File: src/rtl/wave_pkg.sv
// Shared wave-display definitions: capture geometry, capture FSM states and
// the signed-to-offset-binary sample conversion used by capture and display.
package wave_pkg;

  localparam int unsigned SAMPLE_W     = 16;
  localparam int unsigned CAP_LEN_LOG2 = 8;
  localparam int unsigned ADDR_W       = CAP_LEN_LOG2 + 1;
  localparam int unsigned PIX_W        = 8;

  typedef enum logic [1:0] {
    ARMED  = 2'd0,
    ACTIVE = 2'd1,
    WAIT   = 2'd2
  } cap_state_e;

  // Top eight bits of a signed sample, sign bit flipped to offset binary.
  function automatic logic [PIX_W-1:0] to_offset8(input logic [SAMPLE_W-1:0] s);
    logic unused_low_bits;
    unused_low_bits = ^s[SAMPLE_W-PIX_W-1:0];
    return {~s[SAMPLE_W-1], s[SAMPLE_W-2:SAMPLE_W-PIX_W]};
  endfunction

endpackage

File: src/rtl/zero_cross_detect.sv
// Flags a negative-to-nonnegative transition between consecutive strobed samples.
module zero_cross_detect (
  input  logic clk,
  input  logic reset,
  input  logic strobe,
  input  logic msb,
  output logic rise_c
);

  logic prev_neg;

  always_ff @(posedge clk or negedge reset) begin
    if (!reset) begin
      prev_neg <= 1'b0;
    end else if (strobe) begin
      prev_neg <= msb;
    end
  end

  assign rise_c = strobe & prev_neg & ~msb;

endmodule

File: src/rtl/wave_capture.sv
// Writer side of the double-buffered wave RAM: arms on a rising zero crossing,
// captures one buffer of samples into the hidden half, then swaps halves when the display is idle.
module wave_capture
  import wave_pkg::*;
(
  input  logic                clk,
  input  logic                reset,
  input  logic                new_sample_ready,
  input  logic [SAMPLE_W-1:0] new_sample_in,
  input  logic                wave_display_idle,
  output logic [ADDR_W-1:0]   write_address,
  output logic                write_enable,
  output logic [PIX_W-1:0]    write_sample,
  output logic                read_index
);

  cap_state_e              state_q, state_d;
  logic [CAP_LEN_LOG2-1:0] count_q, count_d;
  logic [ADDR_W-1:0]       addr_d;
  logic                    we_d;
  logic [PIX_W-1:0]        sample_d;
  logic                    read_index_d;
  logic                    rise_c;

  zero_cross_detect u_zero_cross (
    .clk    (clk),
    .reset  (reset),
    .strobe (new_sample_ready),
    .msb    (new_sample_in[SAMPLE_W-1]),
    .rise_c (rise_c)
  );

  // Next-state and next-output decode
  always_comb begin
    state_d      = state_q;
    count_d      = count_q;
    addr_d       = write_address;
    we_d         = 1'b0;
    sample_d     = write_sample;
    read_index_d = read_index;
    case (state_q)
      ARMED: begin
        if (rise_c) begin
          state_d = ACTIVE;
          count_d = '0;
        end
      end
      ACTIVE: begin
        if (new_sample_ready) begin
          we_d     = 1'b1;
          addr_d   = {~read_index, count_q};
          sample_d = to_offset8(new_sample_in);
          count_d  = CAP_LEN_LOG2'(count_q + 1'b1);
          if (count_q == '1) begin
            state_d = WAIT;
          end
        end
      end
      WAIT: begin
        if (wave_display_idle) begin
          read_index_d = ~read_index;
          state_d      = ARMED;
        end
      end
      default: begin
        state_d = ARMED;
        count_d = '0;
      end
    endcase
  end

  always_ff @(posedge clk or negedge reset) begin
    if (!reset) begin
      state_q       <= ARMED;
      count_q       <= '0;
      write_address <= '0;
      write_enable  <= 1'b0;
      write_sample  <= '0;
      read_index    <= 1'b0;
    end else begin
      state_q       <= state_d;
      count_q       <= count_d;
      write_address <= addr_d;
      write_enable  <= we_d;
      write_sample  <= sample_d;
      read_index    <= read_index_d;
    end
  end

endmodule
File: config.mk
export PLATFORM = sky130hd
export DESIGN_NAME = wave_capture
export DESIGN_NICKNAME = d
export VERILOG_FILES = /design/src/rtl/wave_pkg.sv /design/src/rtl/zero_cross_detect.sv /design/src/rtl/wave_capture.sv
export SDC_FILE = /design/constraint.sdc
export NUM_CORES = 1
export LEC_CHECK = 0
export CORE_ASPECT_RATIO = 0.9
export CORE_MARGIN = 2
export CORE_UTILIZATION = 40
export DETAILED_ROUTE_END_ITERATION = 10
export PLACE_DENSITY = 0.81
export SYNTH_ARGS = -nofsm -noshare
export SYNTH_HDL_FRONTEND = slang
export SYNTH_HIERARCHICAL = 1
export SYNTH_SLANG_ARGS = --single-unit
File: constraint.sdc
create_clock -name clk -period 1.95 [get_ports clk]
set_input_delay 0.2925 -clock clk [delete_from_list [all_inputs] [get_ports clk]]
set_output_delay 0.2925 -clock clk [all_outputs]
set_load 0.01 [all_outputs]
* Word-level counts from Yosys, hierarchy flattened
Cells that the tools add are included.
Storage, ports and cells: RAM bits 0, bits of input ports 20, ROM bits 0, output and inout port bits 19, memories kept 0, word-level logic and storage cells 35, latch bits 0, register bits 30
Operators by class: eq/ne operators 7, muxes and demuxes 10, add/sub/neg operators 1, magnitude comparators 0, reductions and logical operators 5, divide/modulo/power cells 0, shifts and indexed selects 0, bitwise operators 5, $mul 0
Operators with widths (count):
- one-hot mux 8 bit (3 select lines) | 1
- two-way mux 8 bit | 2
- adder 8 x 1 -> 8 bit (second input constant) | 1
- equality test 8 bit (second input constant) | 1
- two-way mux 2 bit | 4
- inequality test 2 bit (second input constant) | 4
- one-hot mux 2 bit (3 select lines) | 1
- AND reduction 2 bit | 2
- AND reduction 4 bit | 1
- inverter 1 bit | 3
- AND reduction 3 bit | 1
- AND 1 bit | 2
- equality test 2 x 1 -> 1 bit (second input constant) | 1
- equality test 2 bit (second input constant) | 1
- zero test 2 bit | 1
- two-way mux 1 bit | 2

* Logic depth before layout (Yosys ltp)
depth in word-level cells 4, mapped depth 6, gate-level depth less buffers 4

* By module
The synthesis kept the hierarchy.
By module, submodules not included:
- wave_capture | seq. area each 725.7 µm², area each 1318.8 µm², cells each 109, instances 1
- zero_cross_detect | seq. area each 25.0 µm², area each 50.0 µm², cells each 3, instances 1

* Worst setup path before layout
Ideal clock, no wire load.
path kind input -> register, start input port new_sample_in[15], end register count_q[7], setup time 0.079 ns, path buffers 1, arrival time 1.378 ns, setup slack 0.492 ns, cell stages on the path 5, required time 1.871 ns, cells stage by stage and3b_2 > or3b_1 > buf_2 > a211oi_2 > mux2i_1
Between the ends: cells in the longest elaborated chain, start to end 4
RTL lines:
- start, declared | RTL line wave_capture.sv:9 | input logic [SAMPLE_W-1:0] new_sample_in,
- inverter 1 bit | RTL line zero_cross_detect.sv:20 | assign rise_c = strobe & prev_neg & ~msb;
- AND 1 bit | RTL line zero_cross_detect.sv:20
- inequality test 2 bit (no source line)
- AND reduction 3 bit (no source line)
- end signal, assigned | RTL line wave_capture.sv:82 | count_q <= count_d;
- end, declared | RTL line wave_capture.sv:18 | logic [CAP_LEN_LOG2-1:0] count_q, count_d;
Every way passes these cells. A chain may end at the register's enable or synchronous reset.

* Final worst setup path
start input port new_sample_ready, end register count_q[5]
Between the ends: cells in the longest elaborated chain, start to end 4, elaborated cells between the ends (all ways) 5, those cells by class eq/ne (2); bitwise (2); reduce/logical (1)
RTL lines:
- start, declared | RTL line wave_capture.sv:8 | input logic new_sample_ready,
- AND 1 bit (2 in a row) | RTL line zero_cross_detect.sv:20
- named net rise_c | RTL line wave_capture.sv:23 | logic rise_c;
- inequality test 2 bit (no source line)
- AND reduction 3 bit (no source line)
The timed path passes the listed nets, and every way through them passes these cells.

==> metrics.cfg <==
[worst_setup_path]
cpMaxStageDelayCell=clkdlybuf4s50_1
r2r_end=count_q[5]$_DFFE_PN0P_
crit_type=primary input to register
timing.rr.start=state_q[0]$_DFFE_PN0P_
start_kind=primary input
reg2regPathDepth=3
regToRegSetupSlack_ns=0.40
crit_fanout=5
cp.arrival_ns=1.88
cp_top_family=simple AND/OR/NAND/NOR gates
critical_path_required_ns=2.15
end_kind=register
crit_chain=clkdlybuf4s50_1 -> and3b_2 -> or3b_1 -> a211oi_2 -> mux2i_1
crit_buf_inv=1
critPathMaxStageDelay_ns=0.48

[sta]
final.period_utilization_pct=86.4
clock_skew_ns=0.00303
slew_headroom_pct=74.3
drv_slew=0
max_freq_mhz=594
tightest_slew_ns=0.385
rsz0062_at_grt=no
period_needed_ns=1.68
hold_viol_final=0
finalWorstSetupSlack_ns=0.266
setup_violations=0

[power]
p_leak_nw=0.775
ir_drop_v=0.000332
power_density_mw_per_mm2=1010

[cells_and_area]
drive_gt1_share_pct=11.4
syn_to_final_growth_pct=32.7
nets=170
diodes=0
layout_common_cells=dfrtp_1 (30), clkdlybuf4s50_1 (30), mux2_1 (15)
nFillCells=274
layout.cells.non_filler=193

[yosys]
synth-compound-area-share_pct=8.32
synth_fp_nets=133
synth_top_family_by_area=multiplexers
synth_xor_xnor_area_share_pct=1.28
yosys.area_share.adder_pct=0.914
ys_ff_latch=30
yosys.cell_types.count=28
syn_area_per_cell_um2=12.2
netlist_area_mm2=0.00137
yosys_most_used_dff=dfrtp_1
synth_edf_count=0
synthArstFlopShare_pct=100
muxShareOfSynthArea_pct=17.8
synth-simple-area-share_pct=13.1
yosysSeqAreaShare_pct=54.8
syn_inst=112
synth_warnings=6

[cts]
clkSinkCount=30
htreeDepth=2
insertion_delay_ns=0.27
cts_buffer_depth=2
numCtsBuffers=5
path_clk_slew_ns=0.06
cts_hold_buf=0
cts_setup_buffers=0
cts.repair.resized=0
cts_root_buf=clkbuf_8
cts_tree=built

[detailed_routing]
drt-met1-wl_um=1020
drc=0
drt-initial-drc-count=57
wire_per_inst_um=14.0
num_vias=1012
wirelength_um=2700
wl_met3_um=100
highest_layer=met4
drt_pass1_iterations=4
drtAntennaViolNets=0
route.met2.wl_um=1510
vias_per_cell=5.24

[global_routing]
grt-ovfl-total=0
grt_pass1_vias=1001
grt_usage_pct=15.3
grt_antenna_before_repair=0
grt_first_pass_wirelength_um=4360
grt_max_degree=31

[place]
dp_slack_ns=-0.0184
placed_cells=186
dp_hpwl_um=2020
io_buffers=30
globalplace.congestion=0.778

[floorplanning]
io_pins=39
dieArea_mm2=0.00391
rows=20
initial_core_util_pct=41.1
coreArea_mm2=0.00333
dieHeight_um=59.5
fp.dieW_um=65.7

[worst_hold_path]
hp-class=primary input to async pin

[flow_run]
cap_violations=0

[run_status]
status=complete, no violations

==> worst register-to-register path: stages (launching register included) <==
cell      delay, ns
dfrtp_1        0.48
or3b_1         0.52
a211oi_2       0.26
mux2i_1        0.21
==> flip-flops by register name (all words and copies together), names as in the netlist <==
name	count
count_q	8
write_address	9
write_enable	1
state_q	2
u_zero_cross/prev_neg	1
write_sample	8
read_index	1
==> worst max path at each step <==
| stage | from | to | cells past startpoint |
|---|---|---|---|
| after floorplan | new_sample_in[15] | count_q[7]$_DFFE_PN0P_ | 5 |
| after global placement | new_sample_ready | count_q[5]$_DFFE_PN0P_ | 5 |
| after detailed placement | new_sample_ready | count_q[5]$_DFFE_PN0P_ | 5 |
| after CTS | new_sample_ready | count_q[5]$_DFFE_PN0P_ | 5 |
| after global routing | new_sample_ready | count_q[5]$_DFFE_PN0P_ | 5 |
| final | new_sample_ready | count_q[5]$_DFFE_PN0P_ | 5 |
==> synth_stat cells, drive strengths merged, types with 2 or more instances <==
master	n	share of area (%)
a21oi	5	1.8
dfrtp	30	55
nand2	7	1.9
nand3b	7	3.8
inv	2	0.55
clkbuf	2	0.55
xnor2	2	1.3
a211oi	2	1.8
o2bb2ai	2	1.3
o21ai	3	1.1
mux2i	6	4.4
nand3	10	3.7
nor2	2	0.55
buf	6	2.7
mux2	16	13
==> report_power, final <==
part | total (W) | internal (W) | switching, W
sequential | 0.000905 | 0.000764 | 0.000141
clock | 0.000438 | 0.000244 | 0.000194
combinational | 0.000491 | 0.000293 | 0.000198
==> metrics by stage <==
step	total power [W]	instance area [µm²]	util, %	setup TNS [ns]	hold WS (ns)
finish	0.00183	1820	54.6	0	0.418
global route	0.00195	1820	54.6	0	0.442
CTS	0.00186	1820	54.6	0	0.429
detailed placement	0.00141	1740	52.3	-0.0184	0.481
global placement	0.00137	1740	52.3	0	0.466
floorplan	0.00112	1370	-	0	-0.00309
==> cells by family (layout without fill, tap and decap cells) <==
| family | after synthesis | in the layout |
|---|---|---|
| flops | 30 | 30 |
| mux | 22 | 22 |
| simple gates | 31 | 31 |
| fa+ha+maj | 1 | 1 |
| compound gates | 16 | 16 |
| xor+xnor | 2 | 2 |
| buf+inv | 10 | 47 |
==> routing by layer <==
metal	global-route usage (%)	up-vias
li1	-	475
met1	15.8	497
met2	28.0	32
met3	4.56	8
met4	8.04	0
met5	0	-
==> area by class of cell <==
type | instances | area, µm² | area share (%)
flip-flops and latches | 30 | 751 | 41.3
multi-input cells | 72 | 567 | 31.2
repair buffers | 38 | 360 | 19.8
clock buffers | 7 | 76.3 | 4.20
well taps | 44 | 55.1 | 3.03
inverters | 2 | 7.51 | 0.413
Note: power is estimated with default switching activity, not from simulation.
